--- config.mk ---
export PLATFORM = sky130hd
export DESIGN_NAME = trace_arbiter
export DESIGN_NICKNAME = d
export VERILOG_FILES = /design/src/rtl/trace_arbiter.sv
export SDC_FILE = /design/constraint.sdc
export NUM_CORES = 1
export LEC_CHECK = 0
export CAP_MARGIN = 20
export CORE_MARGIN = 1.5
export CORE_UTILIZATION = 32
export CTS_BUF_LIST = sky130_fd_sc_hd__clkbuf_8
export CTS_CLUSTER_SIZE = 28
export DETAILED_ROUTE_END_ITERATION = 10
export SLEW_MARGIN = 20
export SYNTH_ARGS = -nofsm -noshare
export SYNTH_HDL_FRONTEND = slang
export SYNTH_SLANG_ARGS = --single-unit
--- constraint.sdc ---
create_clock -name clk -period 15 [get_ports clk]
set_clock_uncertainty 0.2 [all_clocks]
set_input_delay 3 -clock clk [delete_from_list [all_inputs] [get_ports clk]]
set_output_delay 3 -clock clk [all_outputs]
set_load 0.005 [all_outputs]
--- src/rtl/trace_arbiter.sv ---
// Round-robin arbiter that serializes GRF/DM write-trace messages into ASCII, one char per cycle.
// Optional macro TRACE_ALIGN_CHECK_EN drops misaligned requests (ack + err pulse, no chars).
module trace_arbiter (
  input  logic        clk,
  input  logic        reset,
  input  logic        grf_req,
  input  logic [15:0] grf_time,
  input  logic [31:0] grf_pc,
  input  logic [4:0]  grf_reg,
  input  logic [31:0] grf_data,
  input  logic        dm_req,
  input  logic [15:0] dm_time,
  input  logic [31:0] dm_pc,
  input  logic [31:0] dm_addr,
  input  logic [31:0] dm_data,
  output logic        grf_ack,
  output logic        dm_ack,
  output logic [7:0]  char,
  output logic        char_valid,
  output logic        busy,
  output logic        err
);

  typedef enum logic [1:0] {IDLE, EMIT, LAST} state_t;

  state_t      state_q, state_d;
  logic        ptr_q, ptr_d;          // 1: dm has priority on a tie
  logic        sel_q, sel_d;          // 1: latched message is DM
  logic [5:0]  idx_q, idx_d;
  logic [2:0]  tlen_q, tlen_d;
  logic [3:0]  alen_q, alen_d;
  logic [15:0] time_q, time_d;
  logic [31:0] pc_q, pc_d, arg_q, arg_d, data_q, data_d;
  logic        grf_ack_q, grf_ack_d, dm_ack_q, dm_ack_d, err_q, err_d;

  function automatic logic [7:0] hex(input logic [3:0] n);
    return (n < 4'd10) ? (8'h30 + {4'b0, n}) : (8'h57 + {4'b0, n});
  endfunction

  // Grant selection; an acked requester is masked while its ack is still visible.
  logic req_g, req_m, gnt_grf, gnt_dm, misalign;
  assign req_g   = grf_req & ~grf_ack_q;
  assign req_m   = dm_req & ~dm_ack_q;
  assign gnt_grf = req_g & (~req_m | ~ptr_q);
  assign gnt_dm  = req_m & ~gnt_grf;

`ifdef TRACE_ALIGN_CHECK_EN
  assign misalign = gnt_grf ? (grf_pc[1:0] != 2'b00)
                            : ((dm_pc[1:0] != 2'b00) || (dm_addr[1:0] != 2'b00));
`else
  assign misalign = 1'b0;
`endif

  // Time is stored left-aligned so its first significant digit sits in the top nibble.
  logic [15:0] t_in, t_al;
  logic [2:0]  t_len;
  always_comb begin
    t_in = gnt_dm ? dm_time : grf_time;
    if (t_in[15:12] != 4'd0) begin
      t_len = 3'd4; t_al = t_in;
    end else if (t_in[11:8] != 4'd0) begin
      t_len = 3'd3; t_al = {t_in[11:0], 4'b0};
    end else if (t_in[7:4] != 4'd0) begin
      t_len = 3'd2; t_al = {t_in[7:0], 8'b0};
    end else begin
      t_len = 3'd1; t_al = {t_in[3:0], 12'b0};
    end
  end

  logic [1:0] tens;
  logic [4:0] ones;
  always_comb begin
    if (grf_reg >= 5'd30) begin
      tens = 2'd3; ones = grf_reg - 5'd30;
    end else if (grf_reg >= 5'd20) begin
      tens = 2'd2; ones = grf_reg - 5'd20;
    end else if (grf_reg >= 5'd10) begin
      tens = 2'd1; ones = grf_reg - 5'd10;
    end else begin
      tens = 2'd0; ones = grf_reg;
    end
  end

  // Field boundaries within the message, derived from the latched lengths.
  logic [5:0] p_at, p_colon, p_sp, p_tag, p_arg, p_arrow, p_data, p_hash;
  assign p_at    = 6'd1 + {3'b0, tlen_q};
  assign p_colon = p_at + 6'd9;
  assign p_sp    = p_colon + 6'd1;
  assign p_tag   = p_sp + 6'd1;
  assign p_arg   = p_tag + 6'd1;
  assign p_arrow = p_arg + {2'b0, alen_q};
  assign p_data  = p_arrow + 6'd4;
  assign p_hash  = p_data + 6'd8;

  logic [7:0] ch;
  logic [5:0] arrow_off;
  assign arrow_off = idx_q - p_arrow;

  always_comb begin
    state_d   = state_q;
    ptr_d     = ptr_q;
    sel_d     = sel_q;
    idx_d     = idx_q;
    tlen_d    = tlen_q;
    alen_d    = alen_q;
    time_d    = time_q;
    pc_d      = pc_q;
    arg_d     = arg_q;
    data_d    = data_q;
    grf_ack_d = 1'b0;
    dm_ack_d  = 1'b0;
    err_d     = 1'b0;
    ch        = 8'h00;

    unique case (state_q)
      IDLE: begin
        if (gnt_grf || gnt_dm) begin
          grf_ack_d = gnt_grf;
          dm_ack_d  = gnt_dm;
          ptr_d     = gnt_grf;
          sel_d     = gnt_dm;
          idx_d     = '0;
          tlen_d    = t_len;
          time_d    = t_al;
          if (gnt_dm) begin
            pc_d   = dm_pc;
            arg_d  = dm_addr;
            alen_d = 4'd8;
            data_d = dm_data;
          end else begin
            pc_d   = grf_pc;
            data_d = grf_data;
            if (tens != 2'd0) begin
              arg_d  = {2'b0, tens, ones[3:0], 24'b0};
              alen_d = 4'd2;
            end else begin
              arg_d  = {ones[3:0], 28'b0};
              alen_d = 4'd1;
            end
          end
          if (misalign) err_d = 1'b1;
          else          state_d = EMIT;
        end
      end
      EMIT: begin
        idx_d = idx_q + 6'd1;
        if (idx_d == p_hash) state_d = LAST;
        if (idx_q == 6'd0) begin
          ch = 8'h5e;
        end else if (idx_q < p_at) begin
          ch = hex(time_q[15:12]);
          time_d = {time_q[11:0], 4'b0};
        end else if (idx_q == p_at) begin
          ch = 8'h40;
        end else if (idx_q < p_colon) begin
          ch = hex(pc_q[31:28]);
          pc_d = {pc_q[27:0], 4'b0};
        end else if (idx_q == p_colon) begin
          ch = 8'h3a;
        end else if (idx_q == p_sp) begin
          ch = 8'h20;
        end else if (idx_q == p_tag) begin
          ch = sel_q ? 8'h2a : 8'h24;
        end else if (idx_q < p_arrow) begin
          ch = hex(arg_q[31:28]);
          arg_d = {arg_q[27:0], 4'b0};
        end else if (idx_q < p_data) begin
          unique case (arrow_off[1:0])
            2'd1:    ch = 8'h3c;
            2'd2:    ch = 8'h3d;
            default: ch = 8'h20;
          endcase
        end else begin
          ch = hex(data_q[31:28]);
          data_d = {data_q[27:0], 4'b0};
        end
      end
      LAST: begin
        ch      = 8'h23;
        state_d = IDLE;
      end
      default: state_d = IDLE;
    endcase
  end

  always_ff @(posedge clk or posedge reset) begin
    if (reset) begin
      state_q   <= IDLE;
      ptr_q     <= 1'b0;
      sel_q     <= 1'b0;
      idx_q     <= '0;
      tlen_q    <= '0;
      alen_q    <= '0;
      time_q    <= '0;
      pc_q      <= '0;
      arg_q     <= '0;
      data_q    <= '0;
      grf_ack_q <= 1'b0;
      dm_ack_q  <= 1'b0;
      err_q     <= 1'b0;
    end else begin
      state_q   <= state_d;
      ptr_q     <= ptr_d;
      sel_q     <= sel_d;
      idx_q     <= idx_d;
      tlen_q    <= tlen_d;
      alen_q    <= alen_d;
      time_q    <= time_d;
      pc_q      <= pc_d;
      arg_q     <= arg_d;
      data_q    <= data_d;
      grf_ack_q <= grf_ack_d;
      dm_ack_q  <= dm_ack_d;
      err_q     <= err_d;
    end
  end

  assign char_valid = (state_q != IDLE);
  assign busy       = (state_q != IDLE);
  assign char       = ch;
  assign grf_ack    = grf_ack_q;
  assign dm_ack     = dm_ack_q;
  assign err        = err_q;

endmodule

==> results.sh <==
export IMPL_synthAdderAreaFrac_pct=6.04
export IMPL_overflow=0
export IMPL_viasPerCell=5.03
export IMPL_die_h_microns=174
export IMPL_stdcell_count=1685
export IMPL_fp_row_count=62
export IMPL_htreeDepth=4
export IMPL_placed_cells=1653
export IMPL_synth_seq_cells=129
export IMPL_chipWidth_microns=174
export IMPL_endpoint_kind="output pin"
export IMPL_status="finished clean"
export IMPL_postSynth_asyncResetShare_pct=100
export IMPL_grt_pass1_wl_mm=43.3
export IMPL_synth_area_sq_um=9370
export IMPL_drc=0
export IMPL_firstDrtPassIters=5
export IMPL_p_seq_share_pct=22.6
export IMPL_start_util_pct=32.6
export IMPL_powerDensity_nw_per_um2=225
export IMPL_p_leak_nw=5.26
export IMPL_tns_ns=0
export IMPL_clock_latency_ns=0.45
export IMPL_final_common_cell="nand2_1"
export IMPL_hp_start="time_q[0]$_DFFE_PP0P_"
export IMPL_cts_tree="built"
export IMPL_critical_path_class="reg2out"
export IMPL_diodes=0
export IMPL_switching_share_pct=46.3
export IMPL_hp_class="reg2reg"
export IMPL_slew_limit_headroom_pct=29.2
export IMPL_synthSimpleGateAreaFrac_pct=15.7
export IMPL_min_path_cells=2
export IMPL_avgSynthCellArea_sq_um=8.37
export IMPL_fillers=2873
export IMPL_ctsResizeCount=0
export IMPL_root_buffer="clkbuf_8"
export IMPL_clock_fmax_mhz=104
export IMPL_grt_pass1_vias=8278
export IMPL_detail_route_wl_per_cell_microns=16.0
export IMPL_drtIter0Drc=525
export IMPL_synth_top_area_cell="dfrtp_1"
export IMPL_routed_wl_mm=26.9
export IMPL_reg2reg_depth=15
export IMPL_post_synth_top_area_fraction_pct=34.5
export IMPL_gp_congestion=0.870
export IMPL_final_setup_viol_count=0
export IMPL_fin_crit_sh_pct=64.2
export IMPL_grt_max_degree=85
export IMPL_synth_cells=1120
export IMPL_crit_fanout=12
export IMPL_min_to="time_q[0]$_DFFE_PP0P_"
export IMPL_synth_area_leaders="dfrtp_1, nand2_1, o21ai_0"
export IMPL_route_vias_total=8471
export IMPL_p_clk_share_pct=11.9
export IMPL_synth_edf_count=0
export IMPL_yosys_warnings=0
export IMPL_clk_path_buf_depth=2
export IMPL_p_comb_share_pct=65.6
export IMPL_drive_gt1_share_pct=8.22
export IMPL_clkTransAtPathRegs_ns=0.08
export IMPL_postCtsSetupRepairBufs=0
export IMPL_synth_flop_cell="dfrtp_1"
export IMPL_numClockSinks=129
export IMPL_cts_buffers=17
export IMPL_finalCriticalPeriod_ns=9.63
export IMPL_vdd_drop_max_uv=119
export IMPL_fin_util_pct=42.4
export IMPL_power_mw=2.74
export IMPL_grt_use_total_pct=17.9
export IMPL_p_int_mw=1.47
export IMPL_p_switching_mw=1.27
export IMPL_cp_start_kind="flip-flop"
export IMPL_synth_xor_area_share_pct=3.75
export IMPL_path_cells="inv_1 -> ha_1 -> xor2_1 -> inv_1 -> fa_1 -> xor2_1 -> ha_1 -> inv_1 -> ha_1 -> a21o_1 -> a21o_1 -> a21oi_1 -> mux2i_1 -> nor2_1 -> a21oi_1 -> or3_1 -> a21boi_0 -> clkdlybuf4s50_1"
export IMPL_synthMuxAreaShare_pct=13.4
export IMPL_dieArea_sq_um=30300
export IMPL_nets=1533
export IMPL_slowest_delay_ns=0.61
export IMPL_ctsHoldBuffers=0
export IMPL_hold_viol_final=0
export IMPL_place_hpwl_mm=20.2
export IMPL_portBuffers=211
export IMPL_grt_setup_unrepaired="no"
export IMPL_reg2reg_slack_ns=8.82
export IMPL_io_pins=214
export IMPL_reg2reg_to="data_q[27]$_DFFE_PP0P_"
export IMPL_yosysUniqueCellTypes=66
export IMPL_ys_seq_area_share_pct=34.5
export IMPL_reg2reg_from="tlen_q[0]$_DFFE_PP0P_"
export IMPL_synth_compound_area_share_pct=21.6
export IMPL_slew_viol_final=0
export IMPL_mostFrequentLayoutCells="nand2_1, clkdlybuf4s50_1, o21ai_0, dfrtp_1, a21oi_1"
export IMPL_maxCapViolations=0
export IMPL_max_slew_worst_pin_slew_ns=1.06
export IMPL_fin_hold_ws_ns=0.282
export IMPL_critPathArrivalTime_ns=6.43
export IMPL_core_sq_um=28800
export IMPL_syn2layout_area_growth_pct=30.1
export IMPL_cp_slowest_cell="clkdlybuf4s50_1"
export IMPL_antenna_found_initial=2
export IMPL_synth_top_family_by_area="compound AO/OA/AOI/OAI gates"
export IMPL_required_ns=11.80
export IMPL_ant_nets=0
[layout make-up]
class	count	area, sq um	share of cell area, %
Clock buffer	18	248	2.03
Clock inverter	14	175	1.44
Inverter	39	151	1.24
Multi-Input combinational cell	880	5720	46.9
Sequential cell	129	3230	26.5
Tap cell	384	480	3.94
Timing Repair Buffer	221	2190	17.9
[through the flow]
step | area, sq um | worst slack (ns)
2_1_floorplan | 9370 | 7.06
3_3_place_gp | 11800 | 5.98
3_5_place_dp | 11800 | 5.88
4_1_cts | 12200 | 5.37
5_1_grt | 12200 | 4.97
6_report | 12200 | 5.37
[metal layers]
layer	GRT usage (%)	part of all wire, %	vias to the layer above
met1	24.6	47	3973
met2	28.2	46	198
met4	4.27	1.4	4
li1	-	-	4270
met3	4.44	5.2	26
met5	0	0.089	-
[synthesized netlist by cell type, drive strengths merged, types with 4 or more instances]
| library cell | instances |
|---|---|
| mux2i | 62 |
| nor4 | 7 |
| buf | 15 |
| clkbuf | 58 |
| nand3 | 13 |
| a22o | 8 |
| nor2b | 6 |
| nand2 | 226 |
| a21boi | 4 |
| nor2 | 47 |
| o221ai | 6 |
| xnor2 | 25 |
| xor2 | 9 |
| o21a | 10 |
| a31oi | 10 |
| inv | 39 |
| ha | 42 |
| nand2b | 8 |
| or2 | 5 |
| o31ai | 9 |
| a21oi | 103 |
| and3 | 6 |
| dfrtp | 129 |
| o22ai | 11 |
| nand4 | 4 |
| o21ai | 135 |
| a21o | 11 |
| mux2 | 48 |
| o211ai | 9 |
| o2bb2ai | 4 |
| nor3 | 10 |
[flip-flops by register name, indices dropped and copies added, names as in the netlist]
register / count
alen_q: 3
arg_q: 32
data_q: 32
dm_ack: 1
grf_ack: 1
idx_q: 6
pc_q: 32
ptr_q: 1
state_q: 2
time_q: 16
tlen_q: 3
[power by group through the flow]
stage / Sequential [mW] / Clock (mW) / Combinational [mW]
floorplan: 0.583 / 0 / 1.39
global placement: 0.621 / 0 / 1.78
detailed placement: 0.625 / 0 / 1.80
CTS: 0.620 / 0.332 / 1.81
global route: 0.642 / 0.352 / 2.02
finish: 0.619 / 0.326 / 1.80
[worst max path at each step]
| stage | from | to | slack, ns |
|---|---|---|---|
| 2_1_floorplan | tlen_q[0]$_DFFE_PP0P_ | char[0] | 7.06 |
| 3_3_place_gp | tlen_q[0]$_DFFE_PP0P_ | char[0] | 5.98 |
| 3_5_place_dp | tlen_q[0]$_DFFE_PP0P_ | char[0] | 5.88 |
| 4_1_cts | tlen_q[0]$_DFFE_PP0P_ | char[0] | 5.37 |
| 5_1_grt | tlen_q[0]$_DFFE_PP0P_ | char[0] | 4.97 |
| 6_report | tlen_q[0]$_DFFE_PP0P_ | char[0] | 5.37 |
[worst max-delay path, delay by kind of cell, from the launching register on]
kind                     cells  cell delay [ns]
AND/OR/NAND/NOR              2             0.41
AO/OA/AOI/OAI                5             1.36
flip-flops                   1             0.58
adder cells (fa/ha/maj)      4             1.65
multiplexers                 1             0.16
XOR/XNOR                     2             0.86
buffers and inverters        4             0.95
[cells by family (layout without fill, tap and decap cells)]
kind of cell,after synthesis,count (layout)
mux,110,110
other cells,1,2
simple gates,346,346
buf+inv,112,292
xor+xnor,36,36
flops,129,129
compound gates,342,342
fa+ha+maj,44,44
(Power assumes the default switching activity.)
